==> src/rtl/amber128_pkg.sv <==
// Shared core types and constants for the amber128 register-file path.
package amber128_pkg;

    localparam int DATA_REG_AW = 5;
    localparam int D_XLEN      = 128;

    localparam logic [DATA_REG_AW-1:0] REG_ZERO = '0;

    typedef struct packed {
        logic [DATA_REG_AW-1:0] addr;
        logic [D_XLEN-1:0]      data;
    } amber128_wb_req_s;

    // True when two or more bits of v are set.
    function automatic logic multi_hot(input logic [7:0] v);
        int n;
        n = 0;
        for (int i = 0; i < 8; i++) begin
            n += int'(v[i]);
        end
        return (n >= 2);
    endfunction

endpackage

==> src/rtl/amber128_rr_arbiter.sv <==
// Combinational round-robin pick: first eligible index at or after ptr_i, wrapping.
// Zero latency; grant_vld_o low and grant_o all-zero when nothing is eligible.
module amber128_rr_arbiter #(
    parameter int NUM_REQ = 3,
    parameter int IDX_W   = $clog2(NUM_REQ)
) (
    input  logic [NUM_REQ-1:0] eligible_i,
    input  logic [IDX_W-1:0]   ptr_i,
    output logic [NUM_REQ-1:0] grant_o,
    output logic [IDX_W-1:0]   grant_idx_o,
    output logic               grant_vld_o
);

    int idx;

    always_comb begin
        grant_o     = '0;
        grant_idx_o = '0;
        grant_vld_o = 1'b0;
        idx         = 0;
        for (int off = 0; off < NUM_REQ; off++) begin
            idx = int'(ptr_i) + off;
            if (idx >= NUM_REQ) begin
                idx = idx - NUM_REQ;
            end
            if (!grant_vld_o && eligible_i[idx]) begin
                grant_vld_o  = 1'b1;
                grant_o[idx] = 1'b1;
                grant_idx_o  = IDX_W'(idx);
            end
        end
    end

endmodule

==> src/rtl/amber128_wb_arbiter.sv <==
// Round-robin share of the regfile write port; accepted write drives wr_* one cycle later.
// ready is a same-cycle one-hot grant; freeze_i withholds all grants.
module amber128_wb_arbiter
    import amber128_pkg::*;
#(
    parameter int NUM_REQ = 3,
    parameter int CNT_W   = 32
) (
    input  logic                                clk_i,
    input  logic                                rst_ni,
    input  logic             [NUM_REQ-1:0]      req_valid_i,
    input  amber128_wb_req_s [NUM_REQ-1:0]      req_i,
    output logic             [NUM_REQ-1:0]      req_ready_o,
    input  logic                                freeze_i,
    input  logic                                clr_cnt_i,
    output logic                                wr_en_o,
    output logic             [DATA_REG_AW-1:0]  wr_addr_o,
    output logic             [D_XLEN-1:0]       wr_data_o,
    output logic             [CNT_W-1:0]        conflict_cnt_o
);

    localparam int IDX_W = $clog2(NUM_REQ);

    logic [NUM_REQ-1:0]     eligible;
    logic [NUM_REQ-1:0]     grant;
    logic [IDX_W-1:0]       grant_idx;
    logic                   grant_vld;
    logic                   conflict;
    amber128_wb_req_s       sel_req;

    logic                   wr_en_q,   wr_en_d;
    logic [DATA_REG_AW-1:0] wr_addr_q, wr_addr_d;
    logic [D_XLEN-1:0]      wr_data_q, wr_data_d;
    logic [IDX_W-1:0]       rr_ptr_q,  rr_ptr_d;
    logic [CNT_W-1:0]       cnt_q,     cnt_d;

    assign eligible = req_valid_i & {NUM_REQ{~freeze_i}};
    assign conflict = multi_hot(8'(eligible));

    amber128_rr_arbiter #(
        .NUM_REQ (NUM_REQ),
        .IDX_W   (IDX_W)
    ) u_rr (
        .eligible_i  (eligible),
        .ptr_i       (rr_ptr_q),
        .grant_o     (grant),
        .grant_idx_o (grant_idx),
        .grant_vld_o (grant_vld)
    );

    assign req_ready_o = grant;
    assign sel_req     = req_i[grant_idx];

    always_comb begin
        wr_en_d   = 1'b0;
        wr_addr_d = wr_addr_q;
        wr_data_d = wr_data_q;
        rr_ptr_d  = rr_ptr_q;
        cnt_d     = cnt_q;

        // Grants only go to valid requesters, so a grant is an acceptance.
        if (grant_vld) begin
            wr_en_d   = (sel_req.addr != REG_ZERO);
            wr_addr_d = sel_req.addr;
            wr_data_d = sel_req.data;
            rr_ptr_d  = (grant_idx == IDX_W'(NUM_REQ - 1)) ? '0 : grant_idx + IDX_W'(1);
        end

        if (clr_cnt_i) begin
            cnt_d = '0;
        end else if (conflict && !(&cnt_q)) begin
            cnt_d = cnt_q + CNT_W'(1);
        end
    end

    always_ff @(posedge clk_i or negedge rst_ni) begin
        if (!rst_ni) begin
            wr_en_q   <= 1'b0;
            wr_addr_q <= '0;
            wr_data_q <= '0;
            rr_ptr_q  <= '0;
            cnt_q     <= '0;
        end else begin
            wr_en_q   <= wr_en_d;
            wr_addr_q <= wr_addr_d;
            wr_data_q <= wr_data_d;
            rr_ptr_q  <= rr_ptr_d;
            cnt_q     <= cnt_d;
        end
    end

    assign wr_en_o        = wr_en_q;
    assign wr_addr_o      = wr_addr_q;
    assign wr_data_o      = wr_data_q;
    assign conflict_cnt_o = cnt_q;

endmodule
==> config.mk <==
export PLATFORM = sky130hd
export DESIGN_NAME = amber128_wb_arbiter
export DESIGN_NICKNAME = d
export VERILOG_FILES = /design/src/rtl/amber128_pkg.sv /design/src/rtl/amber128_rr_arbiter.sv /design/src/rtl/amber128_wb_arbiter.sv
export SDC_FILE = /design/constraint.sdc
export NUM_CORES = 1
export LEC_CHECK = 0
export CAP_MARGIN = 25
export CORE_AREA = 8 8 217 219
export DETAILED_ROUTE_END_ITERATION = 12
export DIE_AREA = 0 0 225 227
export PLACE_DENSITY = 0.57
export SYNTH_ARGS = -nofsm -noshare
export SYNTH_HDL_FRONTEND = slang
export SYNTH_HIERARCHICAL = 1
export SYNTH_SLANG_ARGS = --single-unit
==> constraint.sdc <==
create_clock -name clk_i -period 4 [get_ports clk_i]
set_clock_uncertainty 0.2 [all_clocks]
set_input_delay 0.6 -clock clk_i [delete_from_list [all_inputs] [get_ports clk_i]]
set_output_delay 0.6 -clock clk_i [all_outputs]
set_load 0.02 [all_outputs]
==> metrics.csv <==
stage;metric;value;unit
sta;final hold viol count;14;
sta;maximum clock rate;267;MHz
drt;via/cell ratio;4.73;
yosys;syn avg cell area;9.02;sq um
yosys;Post-Syn Instances;1062;
final_layout;share of layout cells above drive strength 1;0.0537;
yosys;area leader, netlist;dfrtp_1;
placed_design;Buffers on Ports;574;
sta;final worst path period share;0.937;
outcome;failing checks;hold timing;
clock_tree;CTS H-tree depth;4;
pwr;P_leak;6.21;nW
die;chip width;225;um
setup_path;reg2reg start;rr_ptr_q[0];
run;max-cap violation count;0;
die;I/O Pins;575;
setup_path;crit path DAT;2950;ps
setup_path;CP startpoint kind;primary input;
sta;Final setup viols;0;
setup_path;crit path kind;primary input to primary output;
die;# rows;77;
yosys;Net Count, Synth;1474;
sta;hold_ws;-12.6;ps
die;die area;51100;sq um
yosys;most used flip-flop cell after synthesis;dfrtp_1;
clock_tree;Max Buffers Root-to-Sink;2;
final_layout;area delta synth->final;73.1;%
sta;pin slew with the least headroom to its limit;976;ps
global_routing;first-pass GRT wire length;66.3;mm
drt;routed via count;10400;
final_layout;Cell Count, Final, Fillers Out;2193;
drt;Routed Antenna Nets;0;
yosys;post-synthesis sequential area ratio;0.439;
setup_path;Worst Setup End Kind;primary output;
yosys;Post-synth ARST share;1.00;
pwr;worst vdd rail ir drop;0.000759;V
global_routing;total gr overflow;0;
pwr;Tot Pwr;11.5;mW
hold_path;Hold Crit Class;primary input to async pin;
drt;DRT iter0 DRCs;482;
outcome;outcome;complete, but fails checks;
final_layout;Final nets;2002;
die;core area;43600;sq um
yosys;Synth top area share;0.439;
die;die height;227;um
sta;min Tclk post-route;3750;ps
sta;Slew HR;0.349;
clock_tree;CTS tree;built;
yosys;Cell Area, Synth;9580;sq um
final_layout;fill count;4430;
sta;unrepaired setup endpoints after global routing;false;
drt;drt first pass iters;4;
placed_design;Inst Count DP;2163;
global_routing;vias in the first global route;10800;
clock_tree;Root Buffer;clkbuf_16;
final_layout;FF/Latch Area;4200;sq um
global_routing;Overall Global Routing Usage;0.168;
setup_path;Critical R2R Capture;wr_en_o;
drt;routed len/inst;20.6;um
clock_tree;Post-CTS Resized;0;
yosys;Distinct cells, synth;59;
sta;max-slew violation count;0;
clock_tree;post-cts hold buffer count;0;
yosys;Syn. warnings;6;
clock_tree;CTS buffer count;17;
setup_path;Reg2Reg Depth;11;
setup_path;Worst R2R Setup Slack;680;ps
die;initial core utilization;0.219;
yosys;Post-synth EDFFs;0;
drt;WL final;45.1;mm
clock_tree;Clock Latency Late Sink;460;ps
drt;drt drc;0;
final_layout;area of the multi-input gates;4960;sq um
yosys;top cells by area, synth;dfrtp_1 44%, a21oi_1 10%, mux2i_1 9.0%;
placed_design;GP Congestion;0.856;
clock_tree;post-CTS setup buffers;0;
pwr;power per cell area;695;nW/um^2
yosys;Yosys reg bits;168;
setup_path;Critical Path Source;freeze_i;
setup_path;Crit Path Max Fanout;5;
clock_tree;clock sink count;168;
final_layout;ANT cells;0;
clock_tree;Reg clk slew, reported paths;70;ps
setup_path;Critical Path RT;3200;ps
global_routing;largest net degree at the start of global routing;132;
sta;setup TNS;0;ps
placed_design;hpwl dp;34.8;mm
global_routing;initial antenna violation count;0;
logic make-up after synthesis:
kind of cell,count (synthesis),share of synthesized area
buffers and inverters,103,0.0490
AOI/OAI and AO/OA,341,0.226
xor gates and xnor gates,1,0.000915
DFF,168,0.439
and+or+nand+nor,347,0.172
muxes,96,0.105
adders and majority gates,6,0.00784
cell type report:
class                   instances  area share
inverters                      11     0.00249
multi-input cells             791       0.299
well taps                     592      0.0447
clock buffers                  19      0.0261
repair buffers                601       0.365
clock inverters                11     0.00913
flip-flops and latches        168       0.254
synth_stat cells (all sizes together), types with 10 or more instances:
cell type  instances
nor2             227
a21oi            198
dfrtp            168
mux2i             88
clkbuf            64
a221oi            49
o2bb2ai           49
buf               28
nand2             20
nand4             20
o31ai             19
or4               18
nand3             15
o21ai             12
inv               10
worst max-delay path, cell delays in order:
cell and delay (ps):
clkdlybuf4s50_1 450, nor2b_1 390, buf_4 200, nor4bb_1 250, a21oi_1 80, o22ai_1 170
o2bb2ai_1 140, clkdlybuf4s50_1 660
through the flow:
stage	hold slack, ps	utilization	area [sq um]	setup slack (ps)
3_3_place_gp	293	0.366	16000	20.9
6_report	-12.6	0.380	16600	251
2_1_floorplan	104	-	9580	843
3_5_place_dp	298	0.366	16000	159
5_1_grt	27.2	0.380	16600	145
4_1_cts	6.27	0.380	16600	270
flip-flops by register name, indices dropped and copies added, names as in the netlist:
name	count
wr_data_o	128
conflict_cnt_o	32
rr_ptr_q	2
wr_addr_o	5
wr_en_o	1
report_power, final:
| part | internal, mW | switching [mW] |
|---|---|---|
| clock | 0.977 | 0.758 |
| sequential | 2.47 | 0.405 |
| combinational | 3.02 | 3.90 |
layout by cell type, fill, tap and decap left out, drive strengths merged, types with 4 or more instances in the layout:
| cell | Yosys | layout |
|---|---|---|
| o21ai | 12 | 12 |
| ha | 6 | 6 |
| a221oi | 49 | 49 |
| or4 | 18 | 18 |
| clkinvlp | 0 | 4 |
| a21oi | 198 | 198 |
| nand4 | 20 | 20 |
| o31ai | 19 | 19 |
| buf | 28 | 28 |
| nor2 | 227 | 227 |
| mux2 | 8 | 8 |
| o2bb2ai | 49 | 49 |
| nor3 | 7 | 7 |
| or3 | 8 | 8 |
| mux2i | 88 | 88 |
| nand3 | 15 | 15 |
| nor4 | 7 | 7 |
| inv | 10 | 11 |
| clkinv | 1 | 4 |
| clkdlybuf4s50 | 0 | 573 |
| dfrtp | 168 | 168 |
| nand2 | 20 | 20 |
| nor2b | 9 | 9 |
| clkbuf | 64 | 19 |
per-layer routing:
| layer | share of wire | wire, um | global-route usage | vias up |
|---|---|---|---|---|
| li1 | - | - | - | 4962 |
| met4 | 0.023 | 1040 | 0.0555 | 0 |
| met2 | 0.52 | 23400 | 0.298 | 344 |
| met3 | 0.066 | 2970 | 0.0513 | 48 |
| met5 | 0 | 0 | 0 | - |
| met1 | 0.39 | 17600 | 0.191 | 5025 |
worst max path at each step:
stage,slack (ps),end,cells after the start
2_1_floorplan,840,wr_data_o[100],10
3_3_place_gp,20,wr_data_o[41],8
3_5_place_dp,160,wr_en_o,12
4_1_cts,270,req_ready_o[0],8
5_1_grt,150,req_ready_o[0],8
6_report,250,req_ready_o[0],8
(Power assumes the default switching activity.)
